**src/rtl/ysyx_24090005_lsu.sv**
```systemverilog
// ysyx_24090005_lsu: RV32I load/store unit sitting between the ALU and a
// simple valid/ready memory port. It handles one request at a time.
//
// Ports:
//   clk, rst        clock; asynchronous active-low reset
//   req_*           operation from the ALU (valid/ready handshake)
//   mem_*           word-aligned memory request plus read data / write ack
//   rsp_*           writeback result (valid/ready handshake)
//
// Parameter TIMEOUT_CYC (1..255): cycles allowed in WAIT before an error
// response is forced.
//
// Build option YSYX_24090005_LSU_MISALIGN_EN:
//   defined   - misaligned halfword/word accesses fault without touching memory.
//   undefined - the low address bits are forced to natural alignment and the
//               access proceeds.
//
// state | meaning
// IDLE  | ready for a new request
// REQ   | memory request presented, waiting for mem_ready
// WAIT  | waiting for mem_rvalid, timeout counter running
// RESP  | result presented, waiting for rsp_ready
module ysyx_24090005_lsu #(
    parameter int TIMEOUT_CYC = 255
) (
    input  logic        clk,
    input  logic        rst,
    input  logic        req_valid,
    output logic        req_ready,
    input  logic        req_wen,
    input  logic [2:0]  req_funct3,
    input  logic [31:0] req_addr,
    input  logic [31:0] req_wdata,
    input  logic [4:0]  req_rd,
    output logic        mem_valid,
    input  logic        mem_ready,
    output logic        mem_wen,
    output logic [31:0] mem_addr,
    output logic [31:0] mem_wdata,
    output logic [3:0]  mem_wmask,
    input  logic        mem_rvalid,
    input  logic [31:0] mem_rdata,
    output logic        rsp_valid,
    input  logic        rsp_ready,
    output logic [4:0]  rsp_rd,
    output logic [31:0] rsp_data,
    output logic        rsp_wen,
    output logic        rsp_err
);

    typedef enum logic [1:0] {IDLE, REQ, WAIT, RESP} state_t;

    localparam logic [7:0] CNT_LAST = 8'(TIMEOUT_CYC - 1);

    state_t      state_q, state_d;
    logic        wen_q, wen_d;
    logic [2:0]  funct3_q, funct3_d;
    logic [31:0] addr_q, addr_d;
    logic [31:0] wdata_q, wdata_d;
    logic [4:0]  rd_q, rd_d;
    logic [7:0]  cnt_q, cnt_d;
    logic [31:0] rsp_data_q, rsp_data_d;
    logic        rsp_wen_q, rsp_wen_d;
    logic        rsp_err_q, rsp_err_d;
    logic [4:0]  rsp_rd_q, rsp_rd_d;

    logic        access_ok;
    logic [1:0]  off;
    logic [7:0]  ld_byte;
    logic [15:0] ld_half;
    logic [31:0] ld_data;
    logic [3:0]  st_mask;
    logic [31:0] st_data;

    function automatic logic legal_op(input logic wen, input logic [2:0] f3);
        if (wen) return (f3 == 3'b000) || (f3 == 3'b001) || (f3 == 3'b010);
        return (f3 == 3'b000) || (f3 == 3'b001) || (f3 == 3'b010) ||
               (f3 == 3'b100) || (f3 == 3'b101);
    endfunction

`ifdef YSYX_24090005_LSU_MISALIGN_EN
    function automatic logic misaligned(input logic [2:0] f3, input logic [1:0] a);
        return ((f3[1:0] == 2'b01) && a[0]) || ((f3[1:0] == 2'b10) && (a != 2'b00));
    endfunction
    assign access_ok = legal_op(req_wen, req_funct3) && !misaligned(req_funct3, req_addr[1:0]);
`else
    assign access_ok = legal_op(req_wen, req_funct3);
`endif

    // Byte offset after natural alignment; with misalign checking enabled the
    // forcing is a no-op because misaligned ops never reach memory.
    always_comb begin
        case (funct3_q[1:0])
            2'b00:   off = addr_q[1:0];
            2'b01:   off = {addr_q[1], 1'b0};
            default: off = 2'b00;
        endcase
    end

    always_comb begin
        case (off)
            2'b00:   ld_byte = mem_rdata[7:0];
            2'b01:   ld_byte = mem_rdata[15:8];
            2'b10:   ld_byte = mem_rdata[23:16];
            default: ld_byte = mem_rdata[31:24];
        endcase
        ld_half = off[1] ? mem_rdata[31:16] : mem_rdata[15:0];
        case (funct3_q)
            3'b000:  ld_data = {{24{ld_byte[7]}}, ld_byte};
            3'b001:  ld_data = {{16{ld_half[15]}}, ld_half};
            3'b100:  ld_data = {24'd0, ld_byte};
            3'b101:  ld_data = {16'd0, ld_half};
            default: ld_data = mem_rdata;
        endcase
    end

    always_comb begin
        case (funct3_q[1:0])
            2'b00: begin
                st_mask = 4'b0001 << off;
                st_data = {4{wdata_q[7:0]}};
            end
            2'b01: begin
                st_mask = 4'b0011 << off;
                st_data = {2{wdata_q[15:0]}};
            end
            default: begin
                st_mask = 4'b1111;
                st_data = wdata_q;
            end
        endcase
    end

    always_comb begin
        state_d    = state_q;
        wen_d      = wen_q;
        funct3_d   = funct3_q;
        addr_d     = addr_q;
        wdata_d    = wdata_q;
        rd_d       = rd_q;
        cnt_d      = cnt_q;
        rsp_data_d = rsp_data_q;
        rsp_wen_d  = rsp_wen_q;
        rsp_err_d  = rsp_err_q;
        rsp_rd_d   = rsp_rd_q;
        case (state_q)
            IDLE: begin
                if (req_valid) begin
                    wen_d    = req_wen;
                    funct3_d = req_funct3;
                    addr_d   = req_addr;
                    wdata_d  = req_wdata;
                    rd_d     = req_rd;
                    if (access_ok) begin
                        state_d = REQ;
                    end else begin
                        state_d    = RESP;
                        rsp_data_d = 32'd0;
                        rsp_wen_d  = 1'b0;
                        rsp_err_d  = 1'b1;
                        rsp_rd_d   = 5'd0;
                    end
                end
            end
            REQ: begin
                if (mem_ready) begin
                    state_d = WAIT;
                    cnt_d   = 8'd0;
                end
            end
            WAIT: begin
                cnt_d = cnt_q + 8'd1;
                if (mem_rvalid) begin
                    state_d    = RESP;
                    rsp_data_d = wen_q ? 32'd0 : ld_data;
                    rsp_wen_d  = !wen_q;
                    rsp_err_d  = 1'b0;
                    rsp_rd_d   = wen_q ? 5'd0 : rd_q;
                end else if (cnt_q == CNT_LAST) begin
                    state_d    = RESP;
                    rsp_data_d = 32'd0;
                    rsp_wen_d  = 1'b0;
                    rsp_err_d  = 1'b1;
                    rsp_rd_d   = 5'd0;
                end
            end
            RESP: begin
                if (rsp_ready) state_d = IDLE;
            end
            default: state_d = IDLE;
        endcase
    end

    always_ff @(posedge clk or negedge rst) begin
        if (!rst) begin
            state_q    <= IDLE;
            wen_q      <= 1'b0;
            funct3_q   <= 3'd0;
            addr_q     <= 32'd0;
            wdata_q    <= 32'd0;
            rd_q       <= 5'd0;
            cnt_q      <= 8'd0;
            rsp_data_q <= 32'd0;
            rsp_wen_q  <= 1'b0;
            rsp_err_q  <= 1'b0;
            rsp_rd_q   <= 5'd0;
        end else begin
            state_q    <= state_d;
            wen_q      <= wen_d;
            funct3_q   <= funct3_d;
            addr_q     <= addr_d;
            wdata_q    <= wdata_d;
            rd_q       <= rd_d;
            cnt_q      <= cnt_d;
            rsp_data_q <= rsp_data_d;
            rsp_wen_q  <= rsp_wen_d;
            rsp_err_q  <= rsp_err_d;
            rsp_rd_q   <= rsp_rd_d;
        end
    end

    // req_ready is gated by rst so it reads 0 while reset is held.
    assign req_ready = (state_q == IDLE) && rst;
    assign mem_valid = (state_q == REQ);
    assign mem_wen   = mem_valid && wen_q;
    assign mem_addr  = mem_valid ? {addr_q[31:2], 2'b00} : 32'd0;
    assign mem_wdata = mem_wen ? st_data : 32'd0;
    assign mem_wmask = mem_wen ? st_mask : 4'd0;
    assign rsp_valid = (state_q == RESP);
    assign rsp_data  = rsp_valid ? rsp_data_q : 32'd0;
    assign rsp_wen   = rsp_valid && rsp_wen_q;
    assign rsp_err   = rsp_valid && rsp_err_q;
    assign rsp_rd    = rsp_valid ? rsp_rd_q : 5'd0;

endmodule

```
**config.mk**
```make
export PLATFORM = sky130hd
export DESIGN_NAME = ysyx_24090005_lsu
export DESIGN_NICKNAME = d
export VERILOG_FILES = /design/src/rtl/ysyx_24090005_lsu.sv
export SDC_FILE = /design/constraint.sdc
export NUM_CORES = 1
export LEC_CHECK = 0
export ABC_AREA = 1
export CORE_ASPECT_RATIO = 1.2
export CORE_MARGIN = 3
export CORE_UTILIZATION = 40
export DETAILED_ROUTE_END_ITERATION = 16
export PLACE_DENSITY = 0.76
export SLEW_MARGIN = 30
export SYNTH_ARGS = -nofsm -noshare
export SYNTH_HDL_FRONTEND = slang
export SYNTH_SLANG_ARGS = --single-unit
```
**constraint.sdc**
```tcl
create_clock -name clk -period 2.5 [get_ports clk]
set_input_delay 0.5 -clock clk [delete_from_list [all_inputs] [get_ports clk]]
set_output_delay 0.5 -clock clk [all_outputs]
set_load 0.03 [all_outputs]
```
### Word-level counts from Yosys, hierarchy flattened

Cells that the tools add are included.

| word-level totals | value |
|---|---|
| bits in registers | 122 |
| logic and storage cells | 98 |
| output and inout bits | 111 |
| bits of input ports | 111 |

| operators by class | value |
|---|---|
| eq/ne operators | 19 |
| reduce and logical (&&, ||, !) cells | 20 |
| muxes and demuxes | 45 |
| shift-type cells | 2 |
| add/subtract/negate cells | 1 |

Operators by type and width:

| operator | count |
|---|---|
| two-way mux 32 bit | 8 |
| case mux 32 bit (2 select lines) | 2 |
| case mux 32 bit (4 select lines) | 1 |
| two-way mux 5 bit | 6 |
| case mux 8 bit (3 select lines) | 1 |
| two-way mux 16 bit | 1 |
| case mux 8 bit (2 select lines) | 1 |
| equality test 3 bit, second input constant | 4 |
| two-way mux 2 bit | 6 |
| two-way mux 1 bit | 11 |
| case mux 5 bit (2 select lines) | 1 |
| adder 8 x 1 -> 8 bit, second input constant | 1 |
| equality test 8 bit, second input constant | 1 |
| two-way mux 8 bit | 1 |
| case mux 2 bit (4 select lines) | 1 |
| case mux 4 bit (2 select lines) | 1 |
| AND reduction 4 bit | 2 |
| equality test 2 x 1 -> 1 bit, second input constant | 3 |
| equality test 2 bit, second input constant | 3 |
| equality test 3 x 1 -> 1 bit, second input constant | 2 |
| logical NOT 2 bit | 3 |
| logical NOT 3 bit | 2 |
| logical AND 1 bit | 4 |
| logical OR 1 bit | 4 |
| other kinds (12) | 17 |

### Logic depth before layout (Yosys ltp)

Gate-level depths: netlist of the first run.

| depth | value |
|---|---|
| depth in word-level cells | 9 |
| mapped depth | 11 |
| depth with buffers taken out | 10 |

### Worst setup path before layout of the first run

Ideal clock, no wire load.

| timing path | value |
|---|---|
| kind | register -> output |
| start point | reg state_q[1] |
| end point | out mem_wdata[16] |
| path buffers | 2 |
| data required time | 2.000 ns |
| arrival time | 2.388 ns |
| cell stages (with the launch flop) | 9 |
| slack | -0.388 ns |
| cell sequence | dfrtp_1 > inv_1 > ha_1 > clkbuf_1 > nand2_1 > inv_1 > clkbuf_1 > o21ai_0 > a21oi_1 |

| on the way | value |
|---|---|
| cells in the longest elaborated chain, start to end | 3 |

RTL lines:

| item | RTL line | text |
|---|---|---|
| start: declaration | 55 | `state_t state_q, state_d;` |
| start signal: assignment | 208 | `state_q <= state_d;` |
| equality test 2 x 1 -> 1 bit | 224 | `assign mem_valid = (state_q == REQ);` |
| net mem_valid | 35 | `output logic mem_valid,` |
| logical AND 1 bit | 225 | `assign mem_wen = mem_valid && wen_q;` |
| net mem_wen | 37 | `output logic mem_wen,` |
| two-way mux 32 bit | 227 | `assign mem_wdata = mem_wen ? st_data : 32'd0;` |
| end: declaration | 39 | `output logic [31:0] mem_wdata,` |

The timed path passes the listed nets, and every way through them passes these cells.

### Worst setup path after layout of the first run

| timing path | value |
|---|---|
| start point | reg funct3_q[1] |
| end point | out mem_wmask[1] |

| on the way | value |
|---|---|
| cells in the longest elaborated chain, start to end | 5 |
| elaborated cells between the ends (all ways) | 7 |
| classes of those cells | eq/ne (1); shift (2); mux (3); reduce/logical (1) |

RTL lines:

| item | RTL line | text |
|---|---|---|
| start: declaration | 57 | `logic [2:0] funct3_q, funct3_d;` |
| start signal: assignment | 210 | `funct3_q <= funct3_d;` |
| equality test 2 x 1 -> 1 bit / logical NOT 2 bit (equally long branches) | 93, 118 |  |
| case mux 2 bit (2 select lines) | 93 | `case (funct3_q[1:0])` |
| left shift 2 x 2 -> 4 bit / left shift 1 x 2 -> 4 bit (equally long branches) | 124, 120 |  |
| case mux 4 bit (2 select lines) * | 118 | `case (funct3_q[1:0])` |
| two-way mux 4 bit * | 228 | `assign mem_wmask = mem_wen ? st_mask : 4'd0;` |
| end: declaration | 40 | `output logic [3:0] mem_wmask,` |

Every way passes the cells marked *; elsewhere a longest branch is shown, timed or not.

==> results.py, run 1 <==
metrics = {
    "clock_network": {
        "clk_pin_slew_worst_paths_ns": 0.05,
        "htreeDepth": 4,
        "cts_tree": "yes",
        "clock_sinks": 122,
        "cts_buffers": 17,
        "cts-root-buf": "clkbuf_16",
        "clkLatencyLatePin_ns": 0.41,
        "clockBufferDepth": 2,
    },
    "drt": {
        "met2_length_mm": 9.64,
        "drt-met1-wl_mm": 7.70,
        "ant_nets": 0,
        "routed_wl_mm": 19.4,
        "wl_met3_mm": 1.68,
        "wl_per_cell_microns": 15.4,
        "drtIter0Drc": 409,
        "drc": 0,
        "viasPerCell": 4.81,
        "vias": 6081,
        "top_layer_used": "met4",
        "drt_pass1_iterations": 5,
    },
    "sta": {
        "setup_slack_ns": 0.102,
        "slew_headroom_pct": 53.6,
        "min_period_over_period_pct": 95.9,
        "fmax_ghz": 0.417,
        "worst_clock_skew_ns": 0.00673,
        "tightest_slew_ns": 0.695,
        "hold_viol": 0,
        "finalCriticalPeriod_ns": 2.40,
        "slew_violations": 0,
        "setup_viol": 0,
    },
    "pwr": {
        "seq_power_share_pct": 31.3,
        "internal-power_mw": 6.43,
        "p_sw_mw": 4.69,
        "powerDensity_nw_per_um2": 1160,
        "power_frac_comb_pct": 49.2,
        "p_clk_share_pct": 19.5,
        "p_leak_nw": 5.24,
        "vdd_drop_max_mv": 0.633,
        "power_mw": 11.1,
        "p_sw_share_pct": 42.1,
    },
    "synthesis": {
        "synth_cells": 825,
        "synth-seq-cells": 122,
        "ys_types": 38,
        "synth_edf_count": 0,
        "synthFlopType": "dfrtp_1",
        "synth-async-reset-ratio_pct": 100,
        "syn_area_sq_um": 6510,
        "synth_area_per_cell_sq_um": 7.89,
        "yosysWarnings": 0,
        "yosysSeqAreaShare_pct": 46.9,
    },
    "place": {
        "place.gp.congestion": 0.928,
        "hpwl_mm": 14.1,
        "post_dp_cell_area_sq_um": 9040,
        "pre_cts_slack_ns": 0.159,
        "portBuffers": 219,
        "placedCellCount": 1229,
    },
    "die": {
        "die_h_microns": 146,
        "ios": 222,
        "die_area_sq_um": 17800,
        "dieWidth_microns": 122,
        "row_count": 50,
        "initial_core_util_pct": 41.3,
        "core_sq_um": 15800,
    },
    "grt": {
        "grt_pass1_vias": 6293,
        "grt_use_total_pct": 22.2,
        "grt.overflow.total": 0,
        "grt_pass1_wl_mm": 31.2,
        "grt_antenna_before_repair": 0,
        "grt_max_degree": 123,
    },
    "worst_setup_path": {
        "arrival_ns": 1.90,
        "cpPeakStageDelay_ns": 0.52,
        "rr_worst_depth": 9,
        "ff2ff_setup_slack_ns": 0.47,
        "cp_max_fo": 6,
        "end_kind": "output pin",
        "worst_setup_path_start_kind": "flop",
        "required_ns": 2.00,
        "worstSetupPathType": "reg2out",
        "critPathSlowestCell": "dfrtp_2",
        "r2r_end": "rsp_data_q[6]",
        "r2r-start": "state_q[0]",
        "cp_cell_sequence": "nor2_8 > clkinvlp_4 > buf_4 > nor2_1 > nor3_1 > buf_12",
    },
    "cells_and_area": {
        "layout_commonest_cell": "nand2_1",
        "final_cells": 1263,
        "drive_gt1_share_pct": 20.9,
        "final_core_util_pct": 60.8,
        "fin_nets": 1165,
        "synthToLayoutAreaGrowth_pct": 47.2,
        "final_cell_mix": "nand2_1, dfrtp_1, nor2_1",
        "n_antenna_cell": 0,
        "finalInstanceArea_sq_um": 9580,
        "fillers": 1406,
    },
    "run": {
        "max_cap_viol_count": 0,
    },
    "min_path": {
        "hold_class": "in2async",
    },
    "run_status": {
        "outcome": "complete, no violations",
    },
}
[routing by layer]
layer	GRT usage [%]	vias up
met5	0	-
met2	37.6	242
met1	26.4	2816
li1	-	2998
met4	7.34	0
met3	7.15	25
[flip-flops by register name, summed over array words and instances (netlist names)]
| signal | cells |
|---|---|
| addr_q | 32 |
| rsp_data_q | 32 |
| wdata_q | 32 |
| cnt_q | 8 |
| rd_q | 5 |
| rsp_rd_q | 5 |
| funct3_q | 3 |
| state_q | 2 |
| rsp_err_q | 1 |
| rsp_wen_q | 1 |
| wen_q | 1 |
[final cells by class]
cell class | instances | area [sq um] | area share (%)
Clock inverter | 5 | 50.0 | 0.522
Clock buffer | 22 | 454 | 4.74
Sequential cell | 122 | 3060 | 31.9
Inverter | 113 | 432 | 4.51
Tap cell | 208 | 260 | 2.72
Timing Repair Buffer | 242 | 2430 | 25.4
Multi-Input combinational cell | 551 | 2900 | 30.3
[power by group through the flow]
stage	registers, mW	clock network [mW]	logic, mW
2_1_floorplan	3.28	0	3.74
3_3_place_gp	3.46	0	5.43
3_5_place_dp	3.50	0	5.51
4_1_cts	3.48	2.21	5.49
5_1_grt	3.58	2.31	6.00
6_report	3.48	2.17	5.47
[critical path: cells and delay by family (launching register included)]
family / cells / cell delay, ns
and+or+nand+nor: 3 / 0.53
DFF: 1 / 0.52
buffers and inverters: 3 / 0.43
[cells by family after synthesis]
family	count (synthesis)	synth area share [%]
fa+ha+maj	7	1.35
compound gates	86	7.15
xor+xnor	1	0.135
mux	58	10.0
other cells	1	0.0576
flops	122	46.9
simple gates	397	25.0
buf+inv	153	9.42
[worst max path at each step]
stage | startpoint | end
2_1_floorplan | state_q[1] | mem_wmask[0]
3_3_place_gp | funct3_q[1] | mem_wmask[1]
3_5_place_dp | funct3_q[1] | mem_wmask[1]
4_1_cts | state_q[1] | mem_wmask[3]
5_1_grt | funct3_q[1] | mem_wdata[24]
6_report | funct3_q[1] | mem_wmask[1]
[per-stage QoR]
step	hold WS [ns]	setup TNS [ns]
after CTS	0.285	0
after floorplan	0.204	0
after detailed placement	0.456	0
after global routing	0.296	-0.00224
final	0.216	0
after global placement	0.447	0
[cells in the mapped netlist, types with 4 or more instances]
library cell,count,area share (%)
nand2_1,228,13
dfrtp_1,122,47
nor2_1,121,7.0
inv_1,107,6.2
mux2_2,58,10
o21ai_0,35,2.7
a21oi_1,31,2.4
clkbuf_1,24,1.4
nand3_1,22,1.7
nor3_1,14,1.1
o22ai_1,10,0.96
buf_2,8,0.62
ha_1,7,1.3
buf_1,4,0.23
[what timing repair did]
item,4_1_cts,5_1_grt
hold buffers,0,0
endpoints found under the setup margin,53,19
setup buffers,4,2
cloned,1,0
endpoints found under the hold margin,0,0
pin swaps,2,2
gates resized for setup,39,4
Power figures use the tool's default switching activity.
==> run 2: changes to the inputs <==
- PLACE_DENSITY: 0.76 -> 0.79
- clock period: 2.5 -> 2.2 ns (I/O delays scaled with it)
==> run 2 against run 1 <==
Count of clock-buffer cells in the layout is 1 lower. Final area is 2.9% higher. Sequential cell count stayed put. Worst hold slack worse by 0.0084 ns. First-iteration DRC count is 3.7% higher. Combinational power is 23% higher. Critical path type unchanged. Largest power group unchanged. Highest routed layer unchanged.
==> results.py, run 2 (same netlist as run 1, synthesis figures left out) <==
metrics = {
    "run_status": {
        "outcome": "complete, no violations",
    },
    "worst_setup_path": {
        "arrival_ns": 1.73,
        "cp_cell_sequence": "nor2_8 > inv_2 > buf_6 > nor2_2 > nor2_2 > buf_12",
        "end_kind": "output pin",
        "critPathTopFamily": "flip-flops",
        "cp_num_buf_inv": 3,
        "r2r_end": "rsp_data_q[2]",
        "worstSetupPathType": "reg2out",
        "crit_top_cell": "nor2_2",
        "worst_setup_path_start_kind": "flop",
        "required_ns": 1.76,
        "r2r-start": "state_q[0]",
        "rr_worst_depth": 9,
        "cpPeakStageDelay_ns": 0.50,
        "worstSetupStartpoint": "funct3_q[1]",
        "cp_max_fo": 8,
        "critPathSlowestCell": "dfrtp_2",
        "cp.depth": 6,
        "ff2ff_setup_slack_ns": 0.20,
        "worstSetupEndpoint": "mem_wmask[3]",
    },
    "drt": {
        "drtIter0Drc": 424,
        "viasPerCell": 4.87,
        "ant_nets": 0,
        "vias": 6213,
        "wl_per_cell_microns": 15.3,
        "drt_pass1_iterations": 5,
        "drc": 0,
        "routed_wl_mm": 19.6,
    },
    "die": {
        "initial_core_util_pct": 41.3,
        "dieWidth_microns": 122,
        "die_h_microns": 146,
        "row_count": 50,
        "ios": 222,
        "die_area_sq_um": 17800,
        "core_sq_um": 15800,
    },
    "sta": {
        "setup_viol": 0,
        "rsz0062_at_grt": "true",
        "slew_violations": 0,
        "tns_ns": 0,
        "fmax_ghz": 0.460,
        "tightest_slew_ns": 0.662,
        "holdWs_ns": 0.207,
        "finalCriticalPeriod_ns": 2.17,
        "slew_headroom_pct": 55.9,
        "min_period_over_period_pct": 98.8,
        "worst_clock_skew_ns": 0.00534,
        "hold_viol": 0,
    },
    "grt": {
        "grt_use_total_pct": 22.3,
        "grt.overflow.total": 0,
        "grt_pass1_vias": 6421,
        "grt_pass1_wl_mm": 31.6,
        "grt_antenna_before_repair": 0,
        "grt_max_degree": 123,
    },
    "place": {
        "portBuffers": 219,
        "place.gp.congestion": 0.895,
        "hpwl_mm": 14.1,
    },
    "cells_and_area": {
        "synthToLayoutAreaGrowth_pct": 51.5,
        "reg_top3": "addr_q x32, rsp_data_q x32, wdata_q x32",
        "final_cell_mix": "nand2_1, dfrtp_1, nor2_1",
        "multiInputGateArea_sq_um": 3040,
        "drive_gt1_share_pct": 26.8,
        "layout_commonest_cell": "nand2_1",
        "final-seq-area_sq_um": 3060,
        "n_antenna_cell": 0,
        "fillers": 1365,
        "fin_nets": 1175,
    },
    "clock_network": {
        "cts_buffers": 17,
        "clk_pin_slew_worst_paths_ns": 0.05,
        "clkLatencyLatePin_ns": 0.41,
        "htreeDepth": 4,
        "clock_sinks": 122,
        "clockBufferDepth": 2,
        "cts_tree": "yes",
        "cts-root-buf": "clkbuf_16",
        "cts_hold_buf": 0,
    },
    "min_path": {
        "hold_class": "in2async",
    },
    "run": {
        "max_cap_viol_count": 0,
    },
    "pwr": {
        "powerDensity_nw_per_um2": 1350,
        "p_leak_nw": 5.29,
        "vdd_drop_max_mv": 0.740,
    },
}
==> run 2: cell types whose count changed in the layout (fill, tap and decap cells not counted), moves of 4 or more <==
cell,before,now
buf_4,78,72
o21ai_2,2,9
o21ai_0,32,20
nor2_1,119,115
o21ai_4,0,4
dlygate4sd2_1,30,1
nor2_2,3,7
buf_6,1,14
clkbuf_2,0,27
==> run 2: through the flow <==
stage	area [sq um]	util, %	power [mW]	setup slack, ns	instances
after floorplan	6580	-	8.02	0.0110	826
after global placement	9120	57.9	10.2	0.137	1234
after detailed placement	9120	57.9	10.4	0.0472	1234
after CTS	9770	62.0	13.1	-0.0631	1272
after global routing	9860	62.6	14.2	-0.0529	1275
final	9860	62.6	13.3	0.0259	1275
==> run 2: worst min-delay path by stage <==
stage,cells past startpoint,to,slack (ns)
after floorplan,0,addr_q[0],0.14
after global placement,2,rsp_rd_q[0],0.45
after detailed placement,2,rsp_data_q[28],0.47
after CTS,2,rsp_rd_q[1],0.23
after global routing,2,rsp_wen_q,0.26
final,2,rsp_rd_q[1],0.21
==> run 2: cell type report <==
class | instances | area share [%]
clock inverter | 8 | 0.736
timing repair buffer | 252 | 25.6
sequential | 122 | 31.0
tap | 208 | 2.64
inverter | 113 | 4.41
clock buffer | 21 | 4.77
multi-input combinational | 551 | 30.8
==> run 2: power by group <==
part	leakage, nW	switching [mW]	internal [mW]
Sequential	1.51	0.697	3.29
Clock	0.262	0.962	1.61
Combinational	3.52	3.93	2.78
Total	5.29	5.59	7.69
==> run 2: what timing repair did <==
| action | in CTS | in global routing |
|---|---|---|
| setup buffers | 7 | 3 |
| pin swaps | 3 | 8 |
| setup endpoints to repair | 57 | 56 |
| resized for setup | 49 | 107 |
| gates cloned | 2 | 0 |
==> run 2: worst reg2reg max path, cell delays in order, from the launching register on <==
cell and delay [ns]:
dfrtp_2 0.44, inv_1 0.14, ha_1 0.31, inv_2 0.09, nor2_1 0.13, o21ai_2 0.10, nand4_2 0.16, clkinv_1 0.31
nand2_1 0.16, nand2_1 0.07
==> run 2: routing by layer <==
| layer | wire (microns) | up-vias | track usage (%) | part of all wire (%) |
|---|---|---|---|---|
| li1 | - | 3025 | - | - |
| met1 | 7750 | 2886 | 26.5 | 40 |
| met2 | 9570 | 258 | 37.5 | 49 |
| met3 | 1530 | 44 | 6.03 | 7.8 |
| met4 | 709 | 0 | 10.3 | 3.6 |
| met5 | 0 | - | 0 | 0 |
